$ cat config.mk
export PLATFORM = sky130hd
export DESIGN_NAME = bridge_1xn
export DESIGN_NICKNAME = d
export VERILOG_FILES = /design/src/rtl/bridge_1xn.sv
export SDC_FILE = /design/constraint.sdc
export NUM_CORES = 1
export LEC_CHECK = 0
export CORE_MARGIN = 10
export CORE_UTILIZATION = 28
export CTS_CLUSTER_DIAMETER = 200
export CTS_CLUSTER_SIZE = 25
export DETAILED_ROUTE_END_ITERATION = 10
export PLACE_DENSITY = 0.84
export SYNTH_ARGS = -nofsm -noshare
export SYNTH_HDL_FRONTEND = slang
export SYNTH_SLANG_ARGS = --single-unit
$ cat constraint.sdc
create_clock -name clk -period 4.2 [get_ports clk]
set_clock_uncertainty 0.1 [all_clocks]
set_input_delay 0.84 -clock clk [delete_from_list [all_inputs] [get_ports clk]]
set_output_delay 0.84 -clock clk [all_outputs]
set_load 0.03 [all_outputs]
$ cat src/rtl/bridge_1xn.sv
// bridge_1xn: single-master to NSLV-slave data-bus bridge.
// Decodes each CPU request against per-slave base/mask windows and forwards
// it to the lowest-index matching slave. One transaction is in flight at a
// time. Decode misses and slave timeouts return an error response, so the CPU
// never waits forever.
module bridge_1xn #(
   parameter int                     XLEN      = 32,
   parameter int                     NSLV      = 2,
   parameter logic [NSLV*XLEN-1:0]   SLV_BASE  = {32'hffff_0000, 32'h0000_0000},
   parameter logic [NSLV*XLEN-1:0]   SLV_MASK  = {32'hffff_0000, 32'h8000_0000},
   parameter int                     TIMEOUT   = 255,
   parameter logic [XLEN-1:0]        ERR_RDATA = 32'hdead_beef
) (
   input  logic                   clk,
   input  logic                   reset,
   // CPU data port
   input  logic                   cpu_data_req,
   input  logic [3:0]             cpu_data_wen,
   input  logic [XLEN-1:0]        cpu_data_addr,
   input  logic [XLEN-1:0]        cpu_data_wdata,
   output logic                   cpu_data_gnt,
   output logic                   cpu_data_rvalid,
   output logic [XLEN-1:0]        cpu_data_rdata,
   output logic                   cpu_data_err,
   // Slave side
   output logic [NSLV-1:0]        slv_en,
   output logic [4*NSLV-1:0]      slv_wen,
   output logic [XLEN-1:0]        slv_addr,
   output logic [XLEN-1:0]        slv_wdata,
   input  logic [NSLV-1:0]        slv_gnt,
   input  logic [NSLV-1:0]        slv_rvalid,
   input  logic [NSLV*XLEN-1:0]   slv_rdata
);

   localparam int SEL_W = (NSLV > 1) ? $clog2(NSLV) : 1;
   localparam int CNT_W = (TIMEOUT > 1) ? $clog2(TIMEOUT) : 1;
   localparam bit TO_EN = (TIMEOUT != 0);
   localparam logic [CNT_W-1:0] TO_LAST = CNT_W'(TIMEOUT - 1);

   typedef enum logic [1:0] {
      S_IDLE = 2'd0,
      S_WAIT = 2'd1,
      S_ERR  = 2'd2
   } state_e;

   state_e           state_q, state_d;
   logic [SEL_W-1:0] sel_q, sel_d;
   logic [CNT_W-1:0] cnt_q, cnt_d;

   logic             hit;
   logic [SEL_W-1:0] hit_idx;

   // Address and write data are shared by all slaves; only slv_en is steered.
   assign slv_addr  = cpu_data_addr;
   assign slv_wdata = cpu_data_wdata;

   // Window decode: scanning from the top down leaves the lowest matching index.
   always_comb begin
      hit     = 1'b0;
      hit_idx = '0;
      for (int i = NSLV - 1; i >= 0; i--) begin
         if ((cpu_data_addr & SLV_MASK[i*XLEN +: XLEN]) == SLV_BASE[i*XLEN +: XLEN]) begin
            hit     = 1'b1;
            hit_idx = SEL_W'(i);
         end
      end
   end

   // State, selected slave and timeout counter registers.
   always_ff @(posedge clk) begin
      // NOTE: sequential state uses non-blocking assignments so every register
      // samples the pre-edge values, independent of statement order.
      if (reset) begin
         state_q <= S_IDLE;
         sel_q   <= '0;
         cnt_q   <= '0;
      end else begin
         state_q <= state_d;
         sel_q   <= sel_d;
         cnt_q   <= cnt_d;
      end
   end

   // Next-state logic and CPU/slave handshake outputs.
   always_comb begin
      // NOTE: every signal driven here gets a default first, so no path can
      // leave one unassigned and infer a latch.
      state_d         = state_q;
      sel_d           = sel_q;
      cnt_d           = cnt_q;
      slv_en          = '0;
      cpu_data_gnt    = 1'b0;
      cpu_data_rvalid = 1'b0;
      cpu_data_rdata  = '0;
      cpu_data_err    = 1'b0;

      unique case (state_q)
         S_IDLE: begin
            if (cpu_data_req) begin
               if (hit) begin
                  slv_en       = NSLV'(1) << hit_idx;
                  cpu_data_gnt = slv_gnt[hit_idx];
                  if (slv_gnt[hit_idx]) begin
                     sel_d   = hit_idx;
                     cnt_d   = '0;
                     state_d = S_WAIT;
                  end
               end else begin
                  // Nobody owns this address: accept it and answer with an error.
                  cpu_data_gnt = 1'b1;
                  state_d      = S_ERR;
               end
            end
         end

         S_WAIT: begin
            if (slv_rvalid[sel_q]) begin
               cpu_data_rvalid = 1'b1;
               cpu_data_rdata  = slv_rdata[int'(sel_q)*XLEN +: XLEN];
               state_d         = S_IDLE;
            end else begin
               cnt_d = cnt_q + CNT_W'(1);
               if (TO_EN && (cnt_q == TO_LAST)) begin
                  state_d = S_ERR;
               end
            end
         end

         S_ERR: begin
            cpu_data_rvalid = 1'b1;
            cpu_data_err    = 1'b1;
            cpu_data_rdata  = ERR_RDATA;
            state_d         = S_IDLE;
         end

         default: state_d = S_IDLE;
      endcase

      // Outputs stay quiet for the whole reset cycle, whatever the old state was.
      if (reset) begin
         slv_en          = '0;
         cpu_data_gnt    = 1'b0;
         cpu_data_rvalid = 1'b0;
         cpu_data_rdata  = '0;
         cpu_data_err    = 1'b0;
      end
   end

   // Byte enables follow the CPU only for the slave being addressed.
   always_comb begin
      slv_wen = '0;
      for (int i = 0; i < NSLV; i++) begin
         slv_wen[i*4 +: 4] = slv_en[i] ? cpu_data_wen : 4'h0;
      end
   end

endmodule

# --- Word-level counts from Yosys, hierarchy flattened ---
# Cells that the tools add are included.
word_totals:
  output_inout_bits: 109
  reg_bits: 11
  word_cells: 60
  inputBits: 139
classes:
  mux: 36
  reduce_logical: 6
  n_addsub: 1
  n_lt_le_gt_ge: 2
  shifts: 2
  n_eq_ne: 10
op_table:
  columns: ["cell", "n"]
  rows:
  - ["2-to-1 mux 32 bit", 2]
  - ["one-hot mux 32 bit (2 select lines)", 1]
  - ["indexed part select 64 x 7 -> 32 bit", 1]
  - ["logical NOT 32 bit", 1]
  - ["2-to-1 mux 8 bit", 4]
  - ["2-to-1 mux 2 bit", 9]
  - ["== test 16 bit, second input constant", 1]
  - ["one-hot mux 8 bit (2 select lines)", 1]
  - ["2-to-1 mux 1 bit", 15]
  - ["adder 8 x 1 -> 8 bit, second input constant", 1]
  - ["== test 8 bit, second input constant", 1]
  - ["2-to-1 mux 4 bit", 2]
  - ["inequality test 2 bit, second input constant", 4]
  - ["inequality test 3 bit, second input constant", 2]
  - ["AND reduction 5 bit", 1]
  - ["less-than comparator 1 x 2 -> 1 bit, second input constant", 2]
  - ["one-hot mux 2 bit (2 select lines)", 1]
  - ["AND reduction 4 bit", 1]
  - ["AND reduction 3 bit", 1]
  - ["== test 2 x 1 -> 1 bit, second input constant", 1]
  - ["== test 2 bit, second input constant", 1]
  - ["logical NOT 2 bit", 1]
  - ["one-hot mux 1 bit (2 select lines)", 1]
  - ["nonzero test 2 bit", 1]
  - ["<< shifter 1 x 1 -> 2 bit, first input constant", 1]

# --- Logic depth before layout (Yosys ltp) ---
logic_depth:
  ltp_word: 9
  mapped_depth: 7

# --- Least setup slack after synthesis ---
# Ideal clock, no wire load.
synth_timing:
  kind: "input to output"
  start: "input cpu_data_addr[30]"
  end: "output slv_wen[4]"
  t_arrival_ns: 2.756
  path_slack_ns: 0.504
  stages: 4
  required_time_ns: 3.260
  path_cell_list: "nand4_1 > or4_1 > nor3_1 > and2_1"
synth_via:
  elab_chain_len: 9
  word_cells_on_any_way: 10
  classes_between: "eq/ne (1); shift (1); mux (8)"
synth_rtl:
  columns: ["item", "line", "text"]
  rows:
  - ["from (decl)", "19", "input logic [XLEN-1:0] cpu_data_addr,"]
  - ["== test 16 bit *", "62", "if ((cpu_data_addr & SLV_MASK[i*XLEN +: XLEN]) == SLV_BASE[i*XLEN +: XLEN]) begin"]
  - ["2-to-1 mux 1 bit *", "62", null]
  - ["2-to-1 mux 1 bit", "62", null]
  - ["<< shifter 1 x 1 -> 2 bit", "101", "slv_en = NSLV'(1) << hit_idx;"]
  - ["2-to-1 mux 2 bit *", "100", "if (hit) begin"]
  - ["2-to-1 mux 2 bit *", "99", "if (cpu_data_req) begin"]
  - ["2-to-1 mux 2 bit *", "97", "unique case (state_q)"]
  - ["2-to-1 mux 2 bit *", "140", "if (reset) begin"]
  - ["net slv_en[1]", "26", "output logic [NSLV-1:0] slv_en,"]
  - ["2-to-1 mux 4 bit *", "153", "slv_wen[i*4 +: 4] = slv_en[i] ? cpu_data_wen : 4'h0;"]
  - ["to (decl)", "27", "output logic [4*NSLV-1:0] slv_wen,"]
# The timed path passes the listed nets; every way through them passes the cells marked *.

# --- Final worst setup path ---
layout_timing:
  start: "input cpu_data_addr[25]"
  end: "output slv_en[1]"
layout_via:
  elab_chain_len: 8
  word_cells_on_any_way: 9
  classes_between: "eq/ne (1); shift (1); mux (7)"
layout_rtl:
  columns: ["item", "line"]
  rows:
  - ["== test 16 bit *", "62"]
  - ["2-to-1 mux 1 bit *", "62"]
  - ["2-to-1 mux 1 bit", "62"]
  - ["<< shifter 1 x 1 -> 2 bit", "101"]
  - ["2-to-1 mux 2 bit *", "100"]
  - ["2-to-1 mux 2 bit *", "99"]
  - ["2-to-1 mux 2 bit *", "97"]
  - ["2-to-1 mux 2 bit *", "140"]
  - ["to (decl)", "26"]
# Every way passes the cells marked *; elsewhere a longest branch is shown, timed or not.

==> results.toml <==
[status]
status = "complete, no violations"

[logic_synthesis]
syn-num-nets = 418
synth-edff-count = 0
synthArstFlopShare_pct = 0
avgSynthCellArea_um2 = 6.99
synth_largest_area_cell = "buf_4"
ys_top_cells_by_area = "buf_4 (25%), dfxtp_1 (11%), a211oi_1 (9.8%)"
synth_top_cell_area_share_pct = 25.1
ys_seq_area_share_pct = 11.5
yosys-top-cells-count = "buf_4 (64), nor2_1 (40), nor2b_1 (28)"
ys_seq_elements = 11
synth_most_common_cell = "buf_4"
ys_types = 37
ys_warn_count = 0
syn_area_um2 = 1920
syn_inst = 274
synth_ff_type = "dfxtp_1"

[sta]
timing.fmax_mhz = 250
period_share_pct = 95.1
fin_crit_ns = 4.00
tns_ns = 0
setup_viol = 0
rsz0062_at_grt = "false"
whs_ns = 0.379
slew_headroom_pct = 55.2
hold_viol = 0
tightest_slew_ns = 0.669
drv_slew = 0

[clocking]
h-tree-depth = 1
cts_resized = 0
cts_hold_buffers = 0
cts_tree = "built"
cts-root-buf = "clkbuf_8"
cts-buffers-inserted = 3
clk_path_buf_depth = 2
postCtsSetupBuffers = 0
cts.clk_slew.worst_paths_ns = 0.05
cts.sinks = 11
clk_latency_ns = 0.25

[floorplan]
die_w_um = 103
design.core.area_um2 = 6720
row_count = 30
ios = 248
die_h_um = 103
dieArea_um2 = 10500
initial_utilization_pct = 28.5

[finish]
n_antenna_cell = 0
fin_cells = 439
postLayoutCellArea_um2 = 3080
syn_to_final_growth_pct = 60.9
final_nets = 504
drive_gt1_share_pct = 7.24

[setup_path]
slowest_stage = "clkdlybuf4s50_1"
required_ns = 3.26
path_cells = "clkdlybuf4s50_1 > nand4_1 > or4_1 > nor3_1 > buf_4 > clkdlybuf4s50_1"
crit_top_cell = "clkdlybuf4s50_1"
start_kind = "primary input"
cpPeakStageDelay_ns = 0.67
crit_path_max_fanout = 5
cp-end-kind = "output pin"
worstSetupPathType = "in -> out"
crit_arrival_ns = 3.06

[routing]
drt_iter0_markers = 72
drt_pass1_iterations = 4
final_antenna_net_count = 0
route.vias.total = 2143
drc = 0
avgViaCountPerCell = 4.88
wl_mm = 7.82
wire_per_inst_um = 17.8

[power]
p_per_area_nw_per_um2 = 171
p_leak_nw = 1.12
ir_worst_vdd_mv = 0.124

[placed_design]
port_buffers = 151
place_area_um2 = 3040
dp_cells = 435
place_congestion = 0.790
dpl.hpwl_mm = 6.77

[global_route]
first_global_vias = 2314
antenna_found_initial = 0
gr-total-overflow = 0
grt_pass1_wl_mm = 11.7
grt_util_all_layers_pct = 14.1
grt_max_degree = 59

[run]
max_cap_viol_count = 0

[hold_path]
hp-class = "reg -> reg"
## worst paths after layout
check	cells after the start	end	slack [ns]	start
hold reg to reg	1	cnt_q[7]	0.38	cnt_q[7]
hold / removal	1	cnt_q[7]	0.38	cnt_q[7]
setup / recovery	6	slv_en[1]	0.20	cpu_data_addr[25]
setup reg to reg	6	cnt_q[5]	2.28	state_q[1]
## through the flow
stage / utilization [%] / total power (W) / setup WS, ns
5_1_grt: 45.9 / 0.000559 / 0.104
3_3_place_gp: 45.2 / 0.000416 / 0.190
6_report: 45.9 / 0.000526 / 0.204
2_1_floorplan: - / 0.000357 / 0.504
4_1_cts: 45.9 / 0.000531 / 0.178
3_5_place_dp: 45.2 / 0.000422 / 0.189
## report_power, final
group | total, W | internal, W | switching [W]
Combinational | 0.000306 | 0.000161 | 0.000145
Clock | 0.000109 | 0.0000668 | 0.0000419
Sequential | 0.000111 | 0.000108 | 0.00000301
Total | 0.000526 | 0.000335 | 0.000190
## metal layers
| layer | global-route usage (%) | wire length (um) |
|---|---|---|
| met1 | 12.5 | 2640 |
| met2 | 26.4 | 3910 |
| met3 | 7.24 | 1060 |
| met4 | 5.10 | 204 |
| met5 | 0 | 0 |
## cell type report
class | count | area, um2
Sequential cell | 11 | 221
Fill cell | 666 | 3640
Tap cell | 80 | 100
Clock buffer | 4 | 45.0
Timing Repair Buffer | 159 | 1550
Inverter | 9 | 33.8
Multi-Input combinational cell | 176 | 1130
## worst max-delay path, delay by kind of cell
family / cells / cell delay [ns]
AND/OR/NAND/NOR: 3 / 0.90
buffers and inverters: 3 / 1.30
## cells in the final DEF, fill, tap and decap left out, types with 2 or more instances in the layout
cell	count
clkdlybuf4s50_1	144
nor2_1	40
nor2b_1	28
a211oi_1	25
buf_4	15
mux2i_1	10
dfxtp_1	10
inv_1	9
nand2_1	9
and2_1	8
o21ai_0	6
a21oi_1	6
nand3_1	5
ha_1	5
nor3_1	4
nand3b_1	3
nand4_1	3
nand2b_1	3
clkbuf_8	3
o22ai_1	2
mux2_2	2
a31oi_1	2
o32ai_1	2
## kinds of logic after synthesis
| kind of cell | share of synthesized area [%] |
|---|---|
| simple gates | 29.7 |
| compound gates | 19.5 |
| buf+inv | 29.7 |
| mux | 6.40 |
| flops | 11.5 |
| fa+ha+maj | 3.27 |
## sequential cells by signal, indices dropped and copies added, names as in the netlist
register / cells
sel_q: 1
cnt_q: 8
state_q: 2
Power figures use the tool's default switching activity.
